File: src/rtl/pwm_dead_time.sv
// Dead-band generator: turns raw PWM waveforms into complementary
// high-side/low-side gate drives with a programmable non-overlap gap.
module pwm_dead_time #(
  parameter int CHNL_NUM = 4,
  parameter int DT_WIDTH = 8
) (
  input  logic                clk_i,
  input  logic                rst_i,
  input  logic                en_i,
  input  logic [DT_WIDTH-1:0] dt_i,
  input  logic [CHNL_NUM-1:0] pol_i,
  input  logic [CHNL_NUM-1:0] pwm_i,
  output logic [CHNL_NUM-1:0] pwm_p_o,
  output logic [CHNL_NUM-1:0] pwm_n_o,
  output logic [CHNL_NUM-1:0] busy_o
);

  typedef enum logic [2:0] {
    IDLE,
    HIGH,
    DT_H2L,
    LOW,
    DT_L2H
  } state_t;

  logic [CHNL_NUM-1:0] raw_p;
  logic [CHNL_NUM-1:0] raw_n;
  logic [CHNL_NUM-1:0] busy_q;

  logic                dt_zero;
  logic [DT_WIDTH-1:0] dt_load;

  assign dt_zero = (dt_i == '0);
  assign dt_load = dt_i - DT_WIDTH'(1);

  for (genvar k = 0; k < CHNL_NUM; k++) begin : g_ch
    state_t              state_q;
    state_t              state_d;
    logic [DT_WIDTH-1:0] cnt_q;
    logic [DT_WIDTH-1:0] cnt_d;
    logic                p_q;
    logic                n_q;
    logic                b_q;

    always_comb begin
      state_d = state_q;
      cnt_d   = cnt_q;
      if (!en_i) begin
        state_d = IDLE;
        cnt_d   = '0;
      end else begin
        unique case (state_q)
          IDLE: begin
            // Enabling always starts with a full dead time
            if (pwm_i[k]) state_d = dt_zero ? HIGH : DT_L2H;
            else          state_d = dt_zero ? LOW  : DT_H2L;
            cnt_d = dt_zero ? '0 : dt_load;
          end
          HIGH: begin
            if (!pwm_i[k]) begin
              state_d = dt_zero ? LOW : DT_H2L;
              cnt_d   = dt_zero ? '0 : dt_load;
            end
          end
          LOW: begin
            if (pwm_i[k]) begin
              state_d = dt_zero ? HIGH : DT_L2H;
              cnt_d   = dt_zero ? '0 : dt_load;
            end
          end
          DT_H2L: begin
            // A reverting input aborts the gap; the low side never fires
            if (pwm_i[k])         state_d = HIGH;
            else if (cnt_q == '0) state_d = LOW;
            else                  cnt_d   = cnt_q - DT_WIDTH'(1);
          end
          DT_L2H: begin
            if (!pwm_i[k])        state_d = LOW;
            else if (cnt_q == '0) state_d = HIGH;
            else                  cnt_d   = cnt_q - DT_WIDTH'(1);
          end
          default: begin
            state_d = IDLE;
            cnt_d   = '0;
          end
        endcase
      end
    end

    always_ff @(posedge clk_i) begin
      if (rst_i) begin
        state_q <= IDLE;
        cnt_q   <= '0;
        p_q     <= 1'b0;
        n_q     <= 1'b0;
        b_q     <= 1'b0;
      end else begin
        state_q <= state_d;
        cnt_q   <= cnt_d;
        p_q     <= (state_d == HIGH);
        n_q     <= (state_d == LOW);
        b_q     <= (state_d == DT_H2L) || (state_d == DT_L2H);
      end
    end

    assign raw_p[k]  = p_q;
    assign raw_n[k]  = n_q;
    assign busy_q[k] = b_q;
  end

  assign pwm_p_o = raw_p ^ pol_i;
  assign pwm_n_o = raw_n ^ pol_i;
  assign busy_o  = busy_q;

  a_no_overlap: assert property (
    @(posedge clk_i) (raw_p & raw_n) == '0
  );

endmodule
File: config.mk
export PLATFORM = sky130hd
export DESIGN_NAME = pwm_dead_time
export DESIGN_NICKNAME = d
export VERILOG_FILES = /design/src/rtl/pwm_dead_time.sv
export SDC_FILE = /design/constraint.sdc
export NUM_CORES = 1
export LEC_CHECK = 0
export BUFFER_PORTS_ARGS = -buffer_cell sky130_fd_sc_hd__buf_4
export CAP_MARGIN = 10
export CORE_MARGIN = 2
export CORE_UTILIZATION = 50
export CTS_CLUSTER_SIZE = 30
export DETAILED_ROUTE_END_ITERATION = 7
export GPL_TIMING_DRIVEN = 0
export PLACE_DENSITY = 0.76
export SYNTH_ARGS = -nofsm -noshare
export SYNTH_HDL_FRONTEND = slang
export SYNTH_SLANG_ARGS = --single-unit
File: constraint.sdc
create_clock -name clk_i -period 4.2 [get_ports clk_i]
set_clock_uncertainty 0.1 [all_clocks]
set_input_delay 0.63 -clock clk_i [delete_from_list [all_inputs] [get_ports clk_i]]
set_output_delay 0.63 -clock clk_i [all_outputs]
set_load 0.01 [all_outputs]
==> parameters.txt <==
Parameter                              Value

Critical path
  Peak fanout along the critical path ... 7
  Worst reg2reg path endpoint ... g_ch[3].cnt_q[3]
  Type of origin of the critical path ... input pin
  CP Data Required Time ... between 4 and 5 ns
  Reg-to-reg critical path startpoint ... g_ch[3].cnt_q[0]
  Capturing element type of the critical path ... flip-flop
  Register-to-Register Path Depth ... 8
  R2R Setup Slk ... around 1.9 ns
  WS Path Type ... in2reg
  Data arrival, critical path ... 2.54 ns

Synthesis
  Yosys cell types ... 76
  Flip-flop cell with the highest count after synthesis ... sky130_fd_sc_hd__dfxtp_1
  Post-synthesis sequential area ratio ... between 20% and 30%
  Seq cells post-synth ... 56
  Proportion of synthesized flip-flops having asynchronous set or reset ... 0%
  Number of enable flip-flop cells after synthesis ... 0
  Net count of the mapped netlist ... ~480
  Mapped cell area ... ~0.0038 mm2
  Number of cells produced by synthesis ... between 400 and 500
  Per-instance average area after synthesis ... just over 8 um2
  Number of warnings reported in the yosys synthesis log ... 0

Power and ir drop
  Worst IR Drop VDD ... 187 uV
  Overall power consumption ... ~1.3 mW
  Clock Power Share ... 24.1%
  Internal power contribution ... roughly 0.86 mW
  Cell leakage power ... ~1.7 nW
  Part of the power in combinational logic ... about 31%
  Power per Cell Area ... 313 mW/mm2
  Sequential share of power ... between 40% and 50%
  P_sw ... between 0.4 and 0.5 mW
  Switching Fraction ... between 30% and 40%

Clock network
  Setup fix buffers added after clock tree synthesis ... 0
  Resize count post-CTS ... 0
  Clock sink total ... 56
  Count of H-tree levels built during CTS ... 2
  CTS tree ... yes
  Clock insertion delay at the later pin of the skew report ... 0.32 ns
  Hold buffer count at CTS ... 0
  Clk buf depth ... 2
  Clk slew on worst S/H paths ... 0.11 ns
  CTS Root Buffer Type ... sky130_fd_sc_hd__clkbuf_8
  Number of buffers created by CTS ... 5

Placement
  Count of buffers from port buffering ... 28
  Placed cell count ... 582
  Detailed-placement wirelength estimate ... about 6800 um
  Area post-placement ... 0.00410 mm2
  Last weighted congestion value of the routability-driven placer ... 0.916
  Setup slack at placement ... 1.42 ns

Finish
  Post-synthesis to final-layout area growth ... 11.4%
  Fraction of final layout cells with drive strength greater than 1 ... between 15 and 20%
  Final standard cell count with taps included and fillers excluded ... 590
  Count of antenna diodes in the layout ... 0
  Fin util ... ~58%
  Final net count ... around 520
  Design area ... 0.00419 mm2

Job
  Max_cap viols ... 0

Worst hold path
  Worst Hold Endpoint ... g_ch[2].cnt_q[6]
  Hold Crit Start ... g_ch[2].cnt_q[6]
  Worst hold path depth ... 2
  Type of the tightest min-delay check ... reg2reg

Timing
  Highest clock frequency the design can meet ... approximately 410 MHz
  Slew of the pin with the lowest slew margin ... 0.678 ns
  Worst max-slew margin expressed relative to the limit ... between 50% and 60%
  Total negative slack ... 0 ns
  Number of failing hold endpoints at the final stage ... 0
  Hold_ws ... between 0.4 and 0.5 ns
  Share of the clock period used by the worst path after layout ... 58.7%
  Unrepaired setup endpoints after global routing ... false
  Slew Limit Fails ... 0
  Setup violators final ... 0
  Setup slack after layout ... 1.73 ns
  Clock period minus worst slack ... between 2 and 2.5 ns

Detailed routing
  DR iter-0 viols ... roughly 220
  Residual DRC ... 0
  Via count normalized by instance count ... around 6.0
  Count of TritonRoute iterations in the first routing pass ... 7
  Post-DRT Antenna Nets ... 0
  Routed WL per cell ... about 16 um
  Total vias in the final route ... 3550
  Final WL ... about 9400 um

Die
  Floorplan core area ... between 0.007 and 0.008 mm2
  Chip Width ... just over 90 um
  Total I/O pin count ... 31
  Number of placement rows ... 31
  Floorplan die height ... 90.8 um
  Initial Util ... 51.6%
  Total Die Area ... 0.00824 mm2

GRT
  All-Layer GR Usage ... 22.9%
  Remaining Overflow, GRT ... 0
  Maximum number of pins on one net before global-route repair ... 20
  Wire length of the first global-routing pass ... ~16000 um
  Number of antenna violations at the first check in global routing ... 0
  Via count of the first global-routing pass ... between 3k and 4k

Outcome
  Result of the run ... complete, no violations
## synthesized netlist by cell type, types with 4 or more instances
library cell	n	area share, %
sky130_fd_sc_hd__o21ai_0	18	2.4
sky130_fd_sc_hd__inv_1	17	1.7
sky130_fd_sc_hd__dfxtp_1	56	30
sky130_fd_sc_hd__mux2i_1	4	1.1
sky130_fd_sc_hd__a31oi_1	5	0.83
sky130_fd_sc_hd__buf_2	10	1.3
sky130_fd_sc_hd__or3_1	5	0.83
sky130_fd_sc_hd__buf_4	6	1.2
sky130_fd_sc_hd__a221oi_1	5	1.2
sky130_fd_sc_hd__a32oi_1	7	1.6
sky130_fd_sc_hd__or2_2	5	0.83
sky130_fd_sc_hd__nand2_1	37	3.7
sky130_fd_sc_hd__and3_1	5	0.83
sky130_fd_sc_hd__a211oi_1	8	1.6
sky130_fd_sc_hd__clkbuf_1	12	1.2
sky130_fd_sc_hd__xnor2_1	13	3.0
sky130_fd_sc_hd__nor3b_1	8	1.6
sky130_fd_sc_hd__mux2_2	4	1.2
sky130_fd_sc_hd__o31ai_1	6	1.2
sky130_fd_sc_hd__o211ai_1	10	2.0
sky130_fd_sc_hd__nor4_4	4	2.3
sky130_fd_sc_hd__o32ai_1	10	2.3
sky130_fd_sc_hd__nand2b_1	9	1.5
sky130_fd_sc_hd__xor2_1	14	3.3
sky130_fd_sc_hd__nor2_1	39	3.9
sky130_fd_sc_hd__ha_1	10	3.3
sky130_fd_sc_hd__a21oi_1	26	3.5
sky130_fd_sc_hd__nor3_1	18	2.4
sky130_fd_sc_hd__nor2b_1	7	1.2
sky130_fd_sc_hd__nand3_1	11	1.5
## routing by layer
| layer | share of wire, % | up-vias | wire (um) | GRT usage (%) |
|---|---|---|---|---|
| met5 | 0 | - | 0 | 0 |
| met4 | 1.5 | 0 | 143 | 5.43 |
| met3 | 6.1 | 13 | 573 | 3.09 |
| met2 | 46 | 116 | 4270 | 36.3 |
| met1 | 47 | 1676 | 4370 | 33.0 |
| li1 | - | 1745 | - | - |
## how the worst max path moves through the flow
stage / endpoint / slack, ns / from / cells after the start
final: g_ch[3].cnt_q[0] / 1.73 / dt_i[0] / 9
after global routing: g_ch[3].cnt_q[0] / 1.58 / dt_i[0] / 9
after floorplan: g_ch[1].cnt_q[3] / 2.04 / dt_i[0] / 9
after detailed placement: g_ch[3].cnt_q[0] / 1.42 / dt_i[0] / 9
after CTS: g_ch[3].cnt_q[0] / 1.74 / dt_i[0] / 9
after global placement: g_ch[1].cnt_q[1] / 1.43 / dt_i[0] / 10
## final cells by class
type	count	area (um2)
fillers	715	3100
multi-input cells	350	2410
flip-flops and latches	56	1120
repair buffers	28	210
plain buffers	32	171
well taps	99	124
clock buffers	5	68.8
inverters	17	63.8
clock inverters	3	25.0
## state kept, by name, summed over array words and instances, names as in the netlist
signal,cells
g_ch.state_q,12
g_ch.b_q,4
g_ch.p_q,4
g_ch.cnt_q,32
g_ch.n_q,4
## power by group through the flow
stage / clock (mW) / sequential [mW] / combinational (mW)
6_report: 0.317 / 0.596 / 0.403
5_1_grt: 0.346 / 0.600 / 0.447
3_3_place_gp: 0 / 0.606 / 0.389
4_1_cts: 0.325 / 0.595 / 0.398
3_5_place_dp: 0 / 0.607 / 0.396
2_1_floorplan: 0 / 0.599 / 0.301
## cell usage in the layout, fill, tap and decap left out, types with 3 or more instances in the layout
cell type                   synthesis  layout
sky130_fd_sc_hd__a211o_1            3       3
sky130_fd_sc_hd__a211oi_1           8       8
sky130_fd_sc_hd__a21o_1             3       3
sky130_fd_sc_hd__a21oi_1           26      26
sky130_fd_sc_hd__a221oi_1           5       5
sky130_fd_sc_hd__a2bb2oi_1          3       3
sky130_fd_sc_hd__a31oi_1            5       5
sky130_fd_sc_hd__a32oi_1            7       7
sky130_fd_sc_hd__and3_1             5       5
sky130_fd_sc_hd__buf_2             10      10
sky130_fd_sc_hd__buf_4              6      34
sky130_fd_sc_hd__clkbuf_1          12      12
sky130_fd_sc_hd__clkbuf_8           0       5
sky130_fd_sc_hd__dfxtp_1           56      56
sky130_fd_sc_hd__ha_1              10      10
sky130_fd_sc_hd__inv_1             17      17
sky130_fd_sc_hd__mux2_2             4       4
sky130_fd_sc_hd__mux2i_1            4       4
sky130_fd_sc_hd__nand2_1           37      37
sky130_fd_sc_hd__nand2b_1           9       9
sky130_fd_sc_hd__nand3_1           11      11
sky130_fd_sc_hd__nor2_1            39      39
sky130_fd_sc_hd__nor2b_1            7       7
sky130_fd_sc_hd__nor3_1            18      18
sky130_fd_sc_hd__nor3b_1            8       8
sky130_fd_sc_hd__nor4_4             4       4
sky130_fd_sc_hd__o211ai_1          10      10
sky130_fd_sc_hd__o21ai_0           18      18
sky130_fd_sc_hd__o21ai_1            3       3
sky130_fd_sc_hd__o22ai_1            3       3
sky130_fd_sc_hd__o31ai_1            6       6
sky130_fd_sc_hd__o32ai_1           10      10
sky130_fd_sc_hd__or2_2              5       5
sky130_fd_sc_hd__or3_1              5       5
sky130_fd_sc_hd__or4_1              3       3
sky130_fd_sc_hd__xnor2_1           13      13
sky130_fd_sc_hd__xor2_1            14      14
## worst max-delay path: stages
cell and delay, ns:
sky130_fd_sc_hd__buf_4 0.13, sky130_fd_sc_hd__inv_1 0.08, sky130_fd_sc_hd__ha_1 0.20, sky130_fd_sc_hd__nor3b_2 0.56
sky130_fd_sc_hd__and2_0 0.20, sky130_fd_sc_hd__clkbuf_2 0.20, sky130_fd_sc_hd__nor2_1 0.16, sky130_fd_sc_hd__a221oi_1 0.28
sky130_fd_sc_hd__a211oi_1 0.08
## kinds of logic after synthesis
family | Yosys count | synth area share (%)
buffers and inverters | 49 | 6.25
adders and majority gates | 10 | 3.32
and+or+nand+nor | 171 | 25.6
AOI/OAI and AO/OA | 134 | 26.5
muxes | 8 | 2.26
xor gates and xnor gates | 27 | 6.28
DFF | 56 | 29.8
No activity file was read; power rests on OpenSTA's default activity.
